**config.mk**
```make
export PLATFORM = sky130hd
export DESIGN_NAME = uart_tx_arbiter
export DESIGN_NICKNAME = d
export VERILOG_FILES = /design/src/rtl/uart_tx_arbiter.sv
export SDC_FILE = /design/constraint.sdc
export NUM_CORES = 1
export LEC_CHECK = 0
export CAP_MARGIN = 0
export CORE_ASPECT_RATIO = 1.1
export CORE_MARGIN = 3
export CORE_UTILIZATION = 35
export CTS_BUF_LIST = sky130_fd_sc_hd__clkbuf_8
export DETAILED_ROUTE_END_ITERATION = 8
export PLACE_DENSITY = 0.72
export SLEW_MARGIN = 20
export SYNTH_ARGS = -nofsm -noshare
export SYNTH_HDL_FRONTEND = slang
export SYNTH_SLANG_ARGS = --single-unit
```
**constraint.sdc**
```tcl
create_clock -name clk -period 3.4 [get_ports clk]
set_clock_uncertainty 0.1 [all_clocks]
set_input_delay 0.68 -clock clk [delete_from_list [all_inputs] [get_ports clk]]
set_output_delay 0.68 -clock clk [all_outputs]
set_load 0.01 [all_outputs]
```
**src/rtl/uart_tx_arbiter.sv**
```systemverilog
// Packet-granular round-robin arbiter feeding one UART byte sender from NUM_REQ streams.
// Define PKT_TIMEOUT_EN to force-release a grant whose owner stalls mid-packet for TIMEOUT_CYCLES.
module uart_tx_arbiter #(
  parameter int unsigned NUM_REQ        = 4,
  parameter int unsigned TIMEOUT_CYCLES = 1024
) (
  input  logic                 clk,
  input  logic                 rst,
  input  logic [NUM_REQ-1:0]   req_valid,
  input  logic [8*NUM_REQ-1:0] req_data,
  input  logic [NUM_REQ-1:0]   req_last,
  output logic [NUM_REQ-1:0]   req_ready,
  output logic [7:0]           tx_data,
  output logic                 tx_valid,
  input  logic                 tx_ready,
  output logic [NUM_REQ-1:0]   grant,
  output logic                 busy,
  output logic                 timeout
);

  localparam int unsigned IDX_W = (NUM_REQ > 1) ? $clog2(NUM_REQ) : 1;

  typedef enum logic {
    IDLE = 1'b0,
    SEND = 1'b1
  } state_t;

  state_t             state;
  logic [IDX_W-1:0]   rr_ptr;
  logic [IDX_W-1:0]   gidx;
  logic [IDX_W-1:0]   pick_idx;
  logic [IDX_W-1:0]   cand;
  logic               pick_found;
  logic               sel_valid;
  logic               sel_last;
  logic [7:0]         sel_data;
  logic               can_load;
  logic               accept;
  logic               end_pkt;
  logic               stall_release;
  logic               send_nxt;
  logic               tx_valid_nxt;

  // Index of the current owner (grant is one-hot or zero)
  always_comb begin
    gidx = '0;
    for (int i = 0; i < int'(NUM_REQ); i++) begin
      if (grant[i]) gidx = IDX_W'(i);
    end
  end

  // Round-robin search starting just after the last owner
  always_comb begin
    pick_found = 1'b0;
    pick_idx   = rr_ptr;
    cand       = '0;
    for (int k = 1; k <= int'(NUM_REQ); k++) begin
      cand = IDX_W'((int'(rr_ptr) + k) % int'(NUM_REQ));
      if (!pick_found && req_valid[cand]) begin
        pick_found = 1'b1;
        pick_idx   = cand;
      end
    end
  end

  always_comb begin
    sel_valid    = req_valid[gidx];
    sel_last     = req_last[gidx];
    sel_data     = req_data[{gidx, 3'b000} +: 8];
    can_load     = !tx_valid || tx_ready;
    accept       = (state == SEND) && sel_valid && can_load;
    end_pkt      = accept && sel_last;
    tx_valid_nxt = accept || (tx_valid && !tx_ready);
    req_ready    = (state == SEND && can_load) ? grant : '0;
  end

  always_comb begin
    send_nxt = 1'b0;
    case (state)
      IDLE:    send_nxt = pick_found;
      SEND:    send_nxt = !(end_pkt || stall_release);
      default: send_nxt = 1'b0;
    endcase
  end

`ifdef PKT_TIMEOUT_EN
  logic [15:0] stall_cnt;

  // Counts consecutive cycles the owner has nothing to offer; held at zero outside SEND
  always_ff @(posedge clk) begin
    if (rst) begin
      stall_cnt <= '0;
    end else if (state == IDLE || accept) begin
      stall_cnt <= '0;
    end else if (!sel_valid) begin
      stall_cnt <= stall_cnt + 16'd1;
    end
  end

  assign stall_release = (state == SEND) && !sel_valid &&
                         (stall_cnt == 16'(TIMEOUT_CYCLES - 1));
`else
  logic unused_timeout_cfg;
  assign unused_timeout_cfg = ^32'(TIMEOUT_CYCLES);
  assign stall_release      = 1'b0;
`endif

  always_ff @(posedge clk) begin
    if (rst) begin
      state    <= IDLE;
      grant    <= '0;
      rr_ptr   <= IDX_W'(NUM_REQ - 1);
      tx_valid <= 1'b0;
      tx_data  <= 8'h00;
      busy     <= 1'b0;
      timeout  <= 1'b0;
    end else begin
      state    <= send_nxt ? SEND : IDLE;
      tx_valid <= tx_valid_nxt;
      busy     <= send_nxt || tx_valid_nxt;
      timeout  <= stall_release;
      if (accept) tx_data <= sel_data;
      if (state == IDLE && pick_found) begin
        grant <= NUM_REQ'(1) << pick_idx;
      end else if (state == SEND && !send_nxt) begin
        // Packet end or forced release: successor search starts after this owner
        grant  <= '0;
        rr_ptr <= gidx;
      end
    end
  end

endmodule
```
* After elaboration in Yosys (flattened, before gate mapping)
Cells that the tools add are included.
** Word-level totals
- Bits in registers :: 17
- Latch bits :: 0
- Memory bits (writable) :: 0
- ROM bits :: 0
- Bits of input ports :: 43
- Output and inout port bits :: 19
- Logic and storage cells :: 69
- Memories kept :: 0
** Cells by class
- $add $sub $neg :: 4
- Multipliers :: 0
- Div/mod/pow operators :: 0
- Magnitude comparators :: 5
- Equality and inequality tests :: 0
- Shift operators :: 2
- Mux-type cells :: 28
- Bitwise gates (word level) :: 2
- Reduce and logical (&&, ||, !) cells :: 22
** Operators by type and width (number)
- indexed part select 32 x 6 -> 8 bit :: 1
- < comparator 2 x 3 -> 1 bit (second input constant) :: 5
- binary-select mux 1 bit (select 2 bit) :: 6
- two-way mux 1 bit :: 12
- two-way mux 2 bit :: 6
- two-way mux 4 bit :: 3
- logical AND 1 bit :: 10
- logical NOT 1 bit :: 7
- adder 2 x 1 -> 2 bit (second input constant) :: 2
- adder 2 bit (second input constant) :: 2
- left shift 1 x 2 -> 4 bit (first input constant) :: 1
- logical OR 1 bit :: 3
- inverter 1 bit :: 2
- one-hot mux 1 bit (2 select lines) :: 1
- AND reduction 2 bit :: 1
- nonzero test 2 bit :: 1

* Depth between registers and ports, before layout
Gate-level depths: netlist (run 1).
- Word-level depth :: 18
- Gate-level depth with buffers :: 5
- Depth with buffers taken out :: 4

* Least setup slack after synthesis (run 1)
No wires, ideal clock.
- Path type :: reg-to-output
- Start point :: register grant[3]
- End point :: output req_ready[3]
- Arrival time :: 1230 ps
- Data required time :: 2620 ps
- Setup slack :: 1390 ps
- Stages on the path, launching flop included :: 4
- Buffers on the path :: 2
- Cells stage by stage :: dfxtp_1 > buf_2 > buf_1 > and3_1
** Between the ends
- Cells in the longest elaborated chain, start to end :: 1
** Ends and longest elaborated chain
- start: declaration :: line 16 : output logic [NUM_REQ-1:0] grant,
- start signal: assignment :: line 124 : grant <= NUM_REQ'(1) << pick_idx;
- two-way mux 4 bit :: line 74 : req_ready = (state == SEND && can_load) ? grant : '0;
- end: declaration :: line 12 : output logic [NUM_REQ-1:0] req_ready,
Every way passes these cells.

* Final worst setup path (run 1)
- Start point :: input tx_ready
- End point :: output req_ready[2]
** Between the ends
- Cells in the longest elaborated chain, start to end :: 3
** Ends and longest elaborated chain
- start: declaration :: line 15 : input logic tx_ready,
- logical OR 1 bit :: line 70 : can_load = !tx_valid || tx_ready;
- logical AND 1 bit :: line 74
- two-way mux 4 bit :: line 74
Every way passes these cells.

==> summary.md, run 1 <==
| Metric | Value |
|---|---|
| Status | `finished, final reports clean` |
| Total number of vias | `1226` |
| Tmin final | `2950 ps` |
| Worst-path clk slew | `60 ps` |
| # clock sinks | `17` |
| Least-Margin Pin Slew | `896 ps` |
| 1st-pass router iterations | `4` |
| Std-Cell Core Area | `3100 um^2` |
| Die footprint | `4040 um^2` |
| R2R depth | `5` |
| CP Launch Type | `primary input` |
| Post-synthesis to final-layout area growth | `57.2%` |
| Layout net count | `232` |
| Design Power | `0.635 mW` |
| WP data arrival | `2170 ps` |
| RR Startpoint | `grant[1]$_SDFFE_PP0P_` |
| Post-DP Area | `1780 um^2` |
| Count of pins over their slew limit | `0` |
| Top cell type's share of synthesized area | `29.3%` |
| Clock network power share | `22.7%` |
| ANT cells | `0` |
| Reg power frac | `38.8%` |
| Leak Pwr | `0.614 nW` |
| Synthesized area | `1160 um^2` |
| Syn nets | `174` |
| CTS tree | `yes` |
| Inserted Clock Buffers | `3` |
| Min-delay src | `grant[0]$_SDFFE_PP0P_` |
| Final Util | `58.8%` |
| H-tree levels | `1` |
| RSZ-0062 raised after global routing | `false` |
| Total GRT Usage | `18.3%` |
| Critical path capture point type | `output port` |
| Initial antenna violation count | `0` |
| Register area share after synthesis | `29.3%` |
| Yosys cell types | `35` |
| Max Clk Rate | `0.339 GHz` |
| Cts repair resizes | `0` |
| Synth area leader | `dfxtp_1` |
| Comb pwr share | `38.5%` |
| Prevailing post-synth register cell | `dfxtp_1` |
| Total gr overflow | `0` |
| Max-cap violations | `0` |
| First-pass GRT wire length | `5600 um` |
| Worst Path Max Fanout | `5` |
| Starting density of the core | `37.4%` |
| Worst IR Drop VDD | `0.000188 V` |
| Max_slew headroom | `40.1%` |
| Most common cell in the netlist | `mux2i_1` |
| Setup CP Type | `primary input to output port` |
| Routed Antenna Nets | `0` |
| Final HPWL DP | `2740 um` |
| Setup bufs post-CTS | `0` |
| Multi-input logic area | `772 um^2` |
| Fin crit share | `86.7%` |
| Die Wd | `60.9 um` |
| Critical Path RT | `2620 ps` |
| Total internal power | `0.436 mW` |
| Yosys warns | `0` |
| Gr busiest metal | `met2` |
| # fillers | `295` |
| Worst r2r dst | `rr_ptr[0]$_SDFFE_PP1P_` |
| Post-Synthesis Cells | `131` |
| Die H | `66.4 um` |
| WHS Endpoint | `grant[0]$_SDFFE_PP0P_` |
| Row Count | `21` |
| PwrDens | `348 nW/um^2` |
| Final hold violation count | `0` |
| Met2 Usage GRT | `32.8%` |
| Initial DRC count | `38` |
| Met3 usage | `2.73%` |
| Boundary pin count | `62` |
| Final Routed Wirelength | `3480 um` |
| Switching part of the total | `31.3%` |
| DRC errors left | `0` |
| WHS Path Cells | `2` |
| Reg2Reg Setup Slack | `1280 ps` |
| #FFs+latches synth | `17` |
| Switching Power | `0.199 mW` |
| Post-synth EDFFs | `0` |
| FF/Latch Area | `340 um^2` |
| Root Driver | `clkbuf_8` |
| Final setup violation count | `0` |
| Clk buf depth | `2` |
| Vias in the first global route | `1227` |
| Avg Cell Area, Syn | `8.85 um^2` |
| Largest net degree at the start of global routing | `26` |
| Gpl congestion | `0.778` |
| IO buf count | `60` |
| Vias/cell | `5.52` |
| Synth area leaders | `dfxtp_1 29%, mux2i_1 16%, a211oi_2 8.6%` |
| Cts hold-fix bufs | `0` |
| Post-synth ARST share | `0%` |
| Hold/Removal Path Class | `flip-flop to flip-flop` |
| Design Area, Final | `1820 um^2` |
| Routed length per instance | `15.7 um` |
| Setup TNS | `0 ps` |
| Synth cell count leaders | `19 x mux2i_1, 17 x dfxtp_1, 12 x a21oi_1` |
| Met1 Use GR | `22.3%` |
| Layout cells sized above 1 | `9.57%` |
| Latest clock arrival within the worst-skew pair | `240 ps` |
cell families (layout without fill, tap and decap cells):
kind of cell / Yosys count / after routing / share of synthesized area, %
buffers and inverters: 11 / 68 / 4.10
muxes: 20 / 20 / 17.4
and+or+nand+nor: 40 / 40 / 19.6
DFF: 17 / 17 / 29.3
AOI/OAI and AO/OA: 42 / 42 / 29.2
other: 1 / 1 / 0.323
through the flow:
| stage | hold WS, ps | worst slack, ps | std cells |
|---|---|---|---|
| 6_report | 445 | 453 | 222 |
| 5_1_grt | 474 | 351 | 222 |
| 4_1_cts | 446 | 443 | 222 |
| 3_5_place_dp | 423 | 457 | 218 |
| 3_3_place_gp | 436 | 475 | 218 |
| 2_1_floorplan | 415 | 1390 | 131 |
worst max-delay path, stage by stage:
cell             delay (ps)
clkdlybuf4s50_1         470
nand2b_1                160
nand2_1                 170
nor2_1                  140
clkdlybuf4s50_1         550
state kept, by name, indices dropped and copies added (netlist names):
signal and cells:
busy 1, grant 4, state 1, tx_data 8, rr_ptr 2, tx_valid 1
layout make-up:
type / instances / area share (%)
Clock buffer: 3 / 2.26
Clock inverter: 1 / 0.206
Inverter: 2 / 0.412
Multi-Input combinational cell: 103 / 42.3
Sequential cell: 17 / 18.7
Tap cell: 34 / 2.33
Timing Repair Buffer: 62 / 33.8
routing by layer:
layer	vias up	wire (um)
met2	28	1820
li1	608	-
met1	588	1510
met3	2	137
met5	-	0
met4	0	16
cells in the final DEF, fill, tap and decap left out, types with 2 or more instances in the layout:
| master | n |
|---|---|
| clkdlybuf4s50_1 | 60 |
| mux2i_1 | 19 |
| dfxtp_1 | 17 |
| a21oi_1 | 12 |
| nand2_1 | 10 |
| o21ai_0 | 9 |
| a211oi_2 | 8 |
| nor2_1 | 7 |
| nand2b_1 | 5 |
| nand3b_1 | 5 |
| o32ai_1 | 4 |
| inv_1 | 3 |
| and3_1 | 3 |
| clkbuf_8 | 3 |
| nor2b_1 | 2 |
| nor3_1 | 2 |
| buf_4 | 2 |
power groups by stage:
stage / Combinational [mW] / Sequential [mW] / Clock (mW)
4_1_cts: 0.246 / 0.246 / 0.145
3_5_place_dp: 0.245 / 0.249 / 0
6_report: 0.245 / 0.246 / 0.144
3_3_place_gp: 0.240 / 0.248 / 0
5_1_grt: 0.266 / 0.250 / 0.157
2_1_floorplan: 0.131 / 0.246 / 0
worst max path at each step:
stage / startpoint / to / depth (start not counted)
6_report: tx_ready / req_ready[2] / 5
5_1_grt: tx_ready / req_ready[2] / 5
4_1_cts: tx_ready / req_ready[2] / 5
3_5_place_dp: tx_ready / req_ready[2] / 5
3_3_place_gp: tx_ready / req_ready[2] / 5
2_1_floorplan: grant[3]$_SDFFE_PP0P_ / req_ready[3] / 3
Power figures use the tool's default switching activity.
==> inputs of run 2 (changes only) <==
--- a/config.mk
+++ b/config.mk
@@ -6,11 +6,11 @@
 export NUM_CORES = 1
 export LEC_CHECK = 0
 export CAP_MARGIN = 0
-export CORE_ASPECT_RATIO = 1.1
 export CORE_MARGIN = 3
 export CORE_UTILIZATION = 35
 export CTS_BUF_LIST = sky130_fd_sc_hd__clkbuf_8
 export DETAILED_ROUTE_END_ITERATION = 8
+export GPL_TIMING_DRIVEN = 0
 export PLACE_DENSITY = 0.72
 export SLEW_MARGIN = 20
 export SYNTH_ARGS = -nofsm -noshare
==> run 2 against run 1 <==
First-iteration DRC count grew 50%. Design area grew 2.1%. Count of clock-buffer cells in the layout is the same. Clock power grew 3%. Total power grew 0.78%. Wire length grew 1.9%. Core utilization grew 1.2 points. Sequential power shrank 4%. Worst setup slack lost 50 ps. Flip-flop and latch count is the same. Hold slack lost 22 ps. Critical path type unchanged. Critical endpoint unchanged. Highest routed layer unchanged.
==> summary.md, run 2 (synthesis gave the netlist of run 1 again) <==
| Metric | Value |
|---|---|
| Inserted Clock Buffers | `3 (unchanged)` |
| Setup bufs post-CTS | `0 (unchanged)` |
| CTS tree | `yes (unchanged)` |
| Met2 Usage GRT | `30.2% (was 32.8%)` |
| Least-Margin Pin Slew | `715 ps (was 896 ps)` |
| Reg2Reg Setup Slack | `1520 ps (was 1280 ps)` |
| Count of pins over their slew limit | `0 (unchanged)` |
| Worst r2r dst | `rr_ptr[1]$_SDFFE_PP1P_ (was rr_ptr[0]$_SDFFE_PP1P_)` |
| Hold slack | `423 ps (was 445 ps)` |
| Max_slew headroom | `52.3% (was 40.1%)` |
| Gr busiest metal | `met2 (unchanged)` |
| Cts repair resizes | `0 (unchanged)` |
| Commonest cells after routing, fill and taps aside | `60 x clkdlybuf4s50_1, 19 x mux2i_1, 17 x dfxtp_1, 12 x a21oi_1, 10 x nand2_1 (unchanged)` |
| Latest clock arrival within the worst-skew pair | `260 ps (was 240 ps)` |
| Final HPWL DP | `2830 um (was 2740 um)` |
| Most common cell after layout, fill and taps aside | `clkdlybuf4s50_1 (unchanged)` |
| Initial antenna violation count | `0 (unchanged)` |
| # clock sinks | `17 (unchanged)` |
| Largest register FFs | `8 (unchanged)` |
| Initial DRC count | `57 (was 38)` |
| WHS Endpoint | `grant[0]$_SDFFE_PP0P_ (unchanged)` |
| Status | `finished, final reports clean (unchanged)` |
| Gpl congestion | `0.763 (was 0.778)` |
| Reg with most FFs | `tx_data (unchanged)` |
| IO buf count | `60 (unchanged)` |
| DRC errors left | `0 (unchanged)` |
| First-pass GRT wire length | `5750 um (was 5600 um)` |
| Min-delay src | `grant[0]$_SDFFE_PP0P_ (unchanged)` |
| 1st-pass router iterations | `4 (unchanged)` |
| Total gr overflow | `0 (unchanged)` |
| PwrDens | `344 nW/um^2 (was 348 nW/um^2)` |
| CP Launch Type | `primary input (unchanged)` |
| Final hold violation count | `0 (unchanged)` |
| Largest net degree at the start of global routing | `11 (was 26)` |
| Biggest regs | `tx_data: 8 flops, grant: 4 flops, rr_ptr: 2 flops (unchanged)` |
| Std-Cell Core Area | `3100 um^2 (about the same)` |
| Vias in the first global route | `1176 (was 1227)` |
| Vias/cell | `5.18 (was 5.52)` |
| Leak Pwr | `0.627 nW (was 0.614 nW)` |
| H-tree levels | `1 (unchanged)` |
| Fin crit share | `88.2% (was 86.7%)` |
| Final Routed Wirelength | `3550 um (was 3480 um)` |
| Final setup violation count | `0 (unchanged)` |
| Setup CP Type | `primary input to output port (unchanged)` |
| Cts hold-fix bufs | `0 (unchanged)` |
| Routed length per instance | `14.8 um (was 15.7 um)` |
| Root Driver | `clkbuf_8 (unchanged)` |
| Critical path capture point type | `output port (unchanged)` |
| Die H | `63.6 um (was 66.4 um)` |
| Met3 usage | `3.39% (was 2.73%)` |
| Die Wd | `63.6 um (was 60.9 um)` |
| Critical Path RT | `2620 ps (about the same)` |
| Layout net count | `239 (was 232)` |
| Die footprint | `4040 um^2 (about the same)` |
| Post-synthesis to final-layout area growth | `60.4% (was 57.2%)` |
| Clk buf depth | `2 (unchanged)` |
| Met1 Use GR | `21.9% (was 22.3%)` |
| Max-cap violations | `0 (unchanged)` |
| Tmin final | `3000 ps (was 2950 ps)` |
| Total GRT Usage | `18.0% (was 18.3%)` |
| RR Startpoint | `grant[1]$_SDFFE_PP0P_ (unchanged)` |
| # fillers | `289 (was 295)` |
| Total number of vias | `1239 (was 1226)` |
| Worst IR Drop VDD | `0.000245 V (was 0.000188 V)` |
| Boundary pin count | `62 (unchanged)` |
| RSZ-0062 raised after global routing | `false (unchanged)` |
| Starting density of the core | `37.4% (about the same)` |
| WP data arrival | `2220 ps (was 2170 ps)` |
| R2R depth | `4 (was 5)` |
| Worst Path Max Fanout | `5 (unchanged)` |
| Row Count | `20 (was 21)` |
| Routed Antenna Nets | `0 (unchanged)` |
| Layout cells sized above 1 | `9.74% (was 9.57%)` |
| WHS Path Cells | `2 (unchanged)` |
| ANT cells | `0 (unchanged)` |
| Setup TNS | `0 ps (unchanged)` |
| Worst-path clk slew | `70 ps (was 60 ps)` |
| Hold/Removal Path Class | `flip-flop to flip-flop (unchanged)` |
| Max Clk Rate | `0.334 GHz (was 0.339 GHz)` |
-- run 2: cell count changes in the layout (fill, tap and decap cells not counted), sizes merged --
cell    previous run  this run
buf                2         6
clkbuf             3         6
-- run 2: worst max-delay path: stages --
cell and delay, ps:
clkdlybuf4s50_1 470, nand2b_1 180, nand2_1 200, nor2_1 140, clkdlybuf4s50_1 560
-- run 2: area by class of cell --
class                           count  area, um^2  area share, %
Clock inverter                      1        3.75          0.202
Inverter                            2        7.51          0.403
Buffer                              9        40.0           2.15
Multi-Input combinational cell    103         772           41.5
Timing Repair Buffer               60         601           32.3
Clock buffer                        3        41.3           2.22
Sequential cell                    17         340           18.3
Tap cell                           44        55.1           2.96
-- run 2: layer usage --
metal | wire (um) | share of wire, % | vias up
li1 | - | - | 619
met1 | 1510 | 42 | 560
met2 | 1730 | 49 | 53
met3 | 230 | 6.5 | 7
met4 | 80 | 2.3 | 0
met5 | 0 | 0 | -
-- run 2: how the worst max path moves through the flow --
stage / from / end / slack [ps] / cells past startpoint
6_report: tx_ready / req_ready[2] / 400 / 5
4_1_cts: tx_ready / req_ready[2] / 400 / 5
3_5_place_dp: tx_ready / req_ready[2] / 420 / 5
5_1_grt: tx_ready / req_ready[2] / 340 / 5
3_3_place_gp: tx_ready / req_ready[2] / 430 / 5
2_1_floorplan: grant[3]$_SDFFE_PP0P_ / req_ready[3] / 1390 / 3
-- run 2: where the power goes --
group	switching [mW]	internal, mW
Sequential	0.0162	0.220
Combinational	0.118	0.138
Clock	0.0676	0.0802
Total	0.202	0.438
-- run 2: stage by stage --
stage	area (um^2)	setup WS (ps)	total power [mW]	instances	util (%)
after floorplan	1160	1390	0.378	131	-
after global placement	1820	430	0.491	235	58.5
after detailed placement	1820	415	0.496	235	58.5
after CTS	1860	401	0.645	239	60.0
after global routing	1860	345	0.678	239	60.0
final	1860	403	0.640	239	60.0
==> RTL edit 1 (config.mk and constraints of run 1) <==
The parameter `NUM_REQ` goes from 4 to 2.
--- a/src/rtl/uart_tx_arbiter.sv
+++ b/src/rtl/uart_tx_arbiter.sv
@@ -2,5 +2,5 @@
 // Define PKT_TIMEOUT_EN to force-release a grant whose owner stalls mid-packet for TIMEOUT_CYCLES.
 module uart_tx_arbiter #(
-  parameter int unsigned NUM_REQ        = 4,
+  parameter int unsigned NUM_REQ        = 2,
   parameter int unsigned TIMEOUT_CYCLES = 1024
 ) (
Ports: changed (5 resized); port bits go from 62 to 38. No check against the original RTL was run, so the function may have changed too.
==> RTL edit 1 against run 1 <==
  * Design area shrank 36%
  * Total power shrank 26%
  * Worst setup slack gained 56 ps
  * Count of clock-buffer cells in the layout grew 1
  * Combinational power shrank 52%
  * Core utilization shrank 0.72 points
  * Area after synthesis shrank 35%
  * Maximum frequency grew 1.9%
  * Sequential cell count shrank 3
  * Sequential power shrank 23%
  * Routed wire length shrank 45%
  * Cell count shrank 38%
  * Die area shrank 32%
  * Non-clock buffer count shrank 24
  * Largest cell class unchanged
==> RTL edit 1: results (changes against run 1) <==
INFO  metric tightestPinTransition = 620 ps (was 896 ps)
INFO  metric finalWirelength = 1910 um (was 3480 um)
INFO  metric setup_ws = 509 ps (was 453 ps)
INFO  metric place.detailed.hpwl = 1390 um (was 2740 um)
INFO  metric min_delay_worst_endpoint = rr_ptr$_SDFFE_PP1P_ (was grant[0]$_SDFFE_PP0P_)
INFO  metric layout_cell_share_with_drive_strength_beyond_1 = 0.101 (was 0.0957)
INFO  metric drt_iter0_markers = 22 (was 38)
INFO  metric hold_path_startpoint = rr_ptr$_SDFFE_PP1P_ (was grant[0]$_SDFFE_PP0P_)
INFO  metric ff_to_ff_setup_slack = 1660 ps (was 1280 ps)
INFO  metric grt_util_all_layers = 0.142 (was 0.183)
INFO  metric place.port_buffers = 36 (was 60)
INFO  metric p_int = 349 uW (was 436 uW)
INFO  metric number_of_global_route_vias_before_repair = 635 (was 1227)
INFO  metric r2r-end = tx_data[1]$_SDFFE_PP0P_ (was rr_ptr[0]$_SDFFE_PP1P_)
INFO  metric nets = 133 (was 232)
INFO  metric cp_top_family = buffers and inverters (unchanged)
INFO  metric power.static_leakage = 0.000410 uW (was 0.000614 uW)
INFO  metric avgRoutedWirePerCell = 14.0 um (was 15.7 um)
INFO  metric synth_fp_nets = 97 (was 174)
INFO  metric synthTopCellsByArea = dfxtp_1 37%, mux2i_1 12%, a211oi_1 7.9% (was dfxtp_1 29%, mux2i_1 16%, a211oi_2 8.6%)
INFO  metric global_route_wire_length_before_repair = 2940 um (was 5600 um)
INFO  metric viasPerCell = 5.23 (was 5.52)
INFO  metric r2r-start = grant[1]$_SDFFE_PP0P_ (unchanged)
INFO  metric irDropWorstVdd = 0.000243 V (was 0.000188 V)
INFO  metric worstPathArrival = 2110 ps (was 2170 ps)
INFO  metric status = completed (unchanged)
INFO  metric gpl.final_weighted_congestion = 0.745 (was 0.778)
INFO  metric placement.setup.worst_slack = 512 ps (was 457 ps)
INFO  metric antenna_found_initial = 0 (unchanged)
INFO  metric timing.critical_path.to = req_ready[0] (was req_ready[2])
INFO  metric finalHoldWorstSlack = 361 ps (was 445 ps)
INFO  metric synth_commonest_cells = 14 x dfxtp_1, 9 x mux2i_1, 8 x a211oi_1, 8 x a31oi_1, 4 x a21oi_1 (was 19 x mux2i_1, 17 x dfxtp_1, 12 x a21oi_1, 10 x nand2_1, 9 x o21ai_0)
INFO  metric worstPathMaxFanout = 7 (was 5)
INFO  metric biggestRegsByFlops = tx_data: 8 flops, grant: 2 flops (was tx_data: 8 flops, grant: 4 flops, rr_ptr: 2 flops)
INFO  metric timing.critical_path.slowest_cell_delay = 530 ps (was 550 ps)
-- RTL edit 1: area by class of cell --
cell class / instances / area (sq um)
Sequential cell: 14 / 280
Fill cell: 185 / 847
Timing Repair Buffer: 38 / 375
Clock buffer: 4 / 55.1
Inverter: 2 / 7.51
Multi-Input combinational cell: 51 / 420
Tap cell: 28 / 35.0
-- RTL edit 1: power by group through the flow --
stage	sequential [uW]	combinational [uW]	clock, uW
6_report	190	117	164
5_1_grt	192	126	172
4_1_cts	190	117	164
3_5_place_dp	194	117	0
3_3_place_gp	193	115	0
2_1_floorplan	193	58.6	0
-- RTL edit 1: routing by layer --
layer	vias up	wire length, um	track usage
met3	4	161	0.0599
met4	0	18	0.0269
met2	29	890	0.241
met5	-	0	0
met1	334	842	0.169
li1	349	-	-
-- RTL edit 1: kinds of logic after synthesis --
family          Yosys count  synth area share
compound gates           25             0.248
flops                    14             0.371
simple gates             14             0.134
mux                      11             0.169
buf+inv                   9            0.0728
other cells               1           0.00496
==> RTL edit 2 (config.mk and constraints of run 1) <==
Made on the original files. Build with the macro `PKT_TIMEOUT_EN` defined.
--- a/src/rtl/uart_tx_arbiter.sv
+++ b/src/rtl/uart_tx_arbiter.sv
@@ -1,4 +1,6 @@
 // Packet-granular round-robin arbiter feeding one UART byte sender from NUM_REQ streams.
 // Define PKT_TIMEOUT_EN to force-release a grant whose owner stalls mid-packet for TIMEOUT_CYCLES.
+`define PKT_TIMEOUT_EN
+
 module uart_tx_arbiter #(
   parameter int unsigned NUM_REQ        = 4,
Function: same outputs for any inputs over 10 cycles, from zero or initial values and one cycle with rst high; that may be too few to reach the edited logic, so the function may still have changed.
==> RTL edit 2 against run 1 <==
  * Maximum frequency shrank 0.57%
  * Area after synthesis rose by 65%
  * Register-to-register slack worse by 170 ps
  * Total power up 56%
  * Routed wire length up 37%
  * Sequential cell count increased by 17
  * Synthesized cell count is 78% higher
  * Count of clock-buffer cells in the layout grew 3
  * Via count increased by 50%
  * Design area is 46% higher
  * Worst setup slack got worse by 17 ps
  * Largest power group unchanged
==> RTL edit 2: results (changes against run 1) <==
INFO  metric use_met3 = 0.0637 (was 0.0273)
INFO  metric biggestRegsByFlops = stall_cnt: 16 flops, tx_data: 8 flops, grant: 4 flops (was tx_data: 8 flops, grant: 4 flops, rr_ptr: 2 flops)
INFO  metric synth_largest_type_area_fraction = 0.356 (was 0.293)
INFO  metric global_route_wire_length_before_repair = 7760 um (was 5600 um)
INFO  metric place.port_buffers = 61 (was 60)
INFO  metric synthesis.instances = 233 (was 131)
INFO  metric avgRoutedWirePerCell = 13.1 um (was 15.7 um)
INFO  metric irDropWorstVdd = 0.000232 V (was 0.000188 V)
INFO  metric synth_commonest_cells = 36 x nor2_1, 34 x dfxtp_1, 19 x mux2i_1, 19 x nand2_1, 14 x xnor2_1 (was 19 x mux2i_1, 17 x dfxtp_1, 12 x a21oi_1, 10 x nand2_1, 9 x o21ai_0)
INFO  metric grt_start_max_net_pins = 23 (was 26)
INFO  metric status = completed (unchanged)
INFO  metric synthDistinctLibCells = 41 (was 35)
INFO  metric nets = 334 (was 232)
INFO  metric cts_setup_buffers = 0 (unchanged)
INFO  metric cts_max_level = 2 (was 1)
INFO  metric ys_warn_count = 0 (unchanged)
INFO  metric synth_fp_nets = 277 (was 174)
INFO  metric use_met2 = 0.269 (was 0.328)
INFO  metric synthTopCellsByArea = dfxtp_1 36%, mux2i_1 9.9%, nor2_1 7.1% (was dfxtp_1 29%, mux2i_1 16%, a211oi_2 8.6%)
INFO  metric adder_cell_fraction_of_synth_area = 0.00654 (was 0)
INFO  metric synth-seq-area-share = 0.356 (was 0.293)
INFO  metric use_met1 = 0.150 (was 0.223)
INFO  metric numPlacedInstances = 355 (was 218)
INFO  metric synth_mux_area_frac = 0.113 (was 0.174)
INFO  metric layout.filler_cells = 521 (was 295)
INFO  metric post_dp_cell_area = 2570 sq um (was 1780 sq um)
INFO  metric count_of_instances_resized_after_the_clock_tree_is_built = 0 (unchanged)
INFO  metric layout_cell_share_with_drive_strength_beyond_1 = 0.0653 (was 0.0957)
INFO  metric insertion_delay = 290 ps (was 240 ps)
INFO  metric gpl.final_weighted_congestion = 0.843 (was 0.778)
INFO  metric place.detailed.hpwl = 3650 um (was 2740 um)
INFO  metric complex_gate_fraction_of_the_synthesized_area = 0.139 (was 0.292)
INFO  metric tritoncts.num_buffers = 5 (was 3)
INFO  metric viasPerCell = 5.06 (was 5.52)
INFO  metric xor_xnor_share_of_the_synthesized_area = 0.0686 (was 0)
INFO  metric number_of_global_route_vias_before_repair = 1809 (was 1227)
INFO  metric placement.setup.worst_slack = 446 ps (was 457 ps)
INFO  metric power.static_leakage = 0.000904 uW (was 0.000614 uW)
INFO  metric grt_util_all_layers = 0.153 (was 0.183)
INFO  metric finalWirelength = 4760 um (was 3480 um)
INFO  metric drt_iter0_markers = 99 (was 38)
INFO  metric worstPathMaxFanout = 6 (was 5)
[RTL edit 2: changes by cell type after synthesis, sizes merged, moves of 5 or more]
| cell | change |
|---|---|
| a21oi | -7 |
| clkbuf | +5 |
| dfxtp | +17 |
| nand2 | +9 |
| nand3 | +6 |
| nand3b | -5 |
| nor2 | +29 |
| nor3 | +8 |
| nor4 | +6 |
| xnor2 | +14 |
[RTL edit 2: layout make-up]
| type | count | area, sq um | area share |
|---|---|---|---|
| well taps | 72 | 90.1 | 0.0339 |
| inverters | 5 | 18.8 | 0.00705 |
| flip-flops and latches | 34 | 681 | 0.256 |
| multi-input cells | 177 | 1120 | 0.423 |
| clock buffers | 6 | 82.6 | 0.0310 |
| clock inverters | 2 | 8.76 | 0.00329 |
| repair buffers | 67 | 656 | 0.246 |
[RTL edit 2: layer usage]
layer	routed length, um	up-vias
met4	102	0
met3	399	9
met1	1960	839
met2	2300	60
li1	-	929
met5	0	-
[RTL edit 2: report_power, final]
part	internal (uW)	switching, uW	total, uW
logic	135	112	247
clock network	160	146	306
registers	420	18.8	439
[RTL edit 2: final timing paths]
path                                         startpoint  slack (ps)  depth (start not counted)                    endpoint
worst max register to register    grant[1]$_SDFFE_PP0P_        1110                          7  stall_cnt[14]$_SDFFE_PP0N_
worst min register to register  tx_data[1]$_SDFFE_PP0P_         400                          2     tx_data[1]$_SDFFE_PP0P_
worst max-delay path                           tx_ready         440                          5                req_ready[2]
worst min-delay path            tx_data[1]$_SDFFE_PP0P_         400                          2     tx_data[1]$_SDFFE_PP0P_
[RTL edit 2: worst register-to-register path: stages, from the launching register on]
cell and delay [ps]:
dfxtp_1 310, buf_4 240, mux2_4 330, a221o_1 390, buf_4 230, nor4_1 370, xnor2_1 160, nor2_1 50
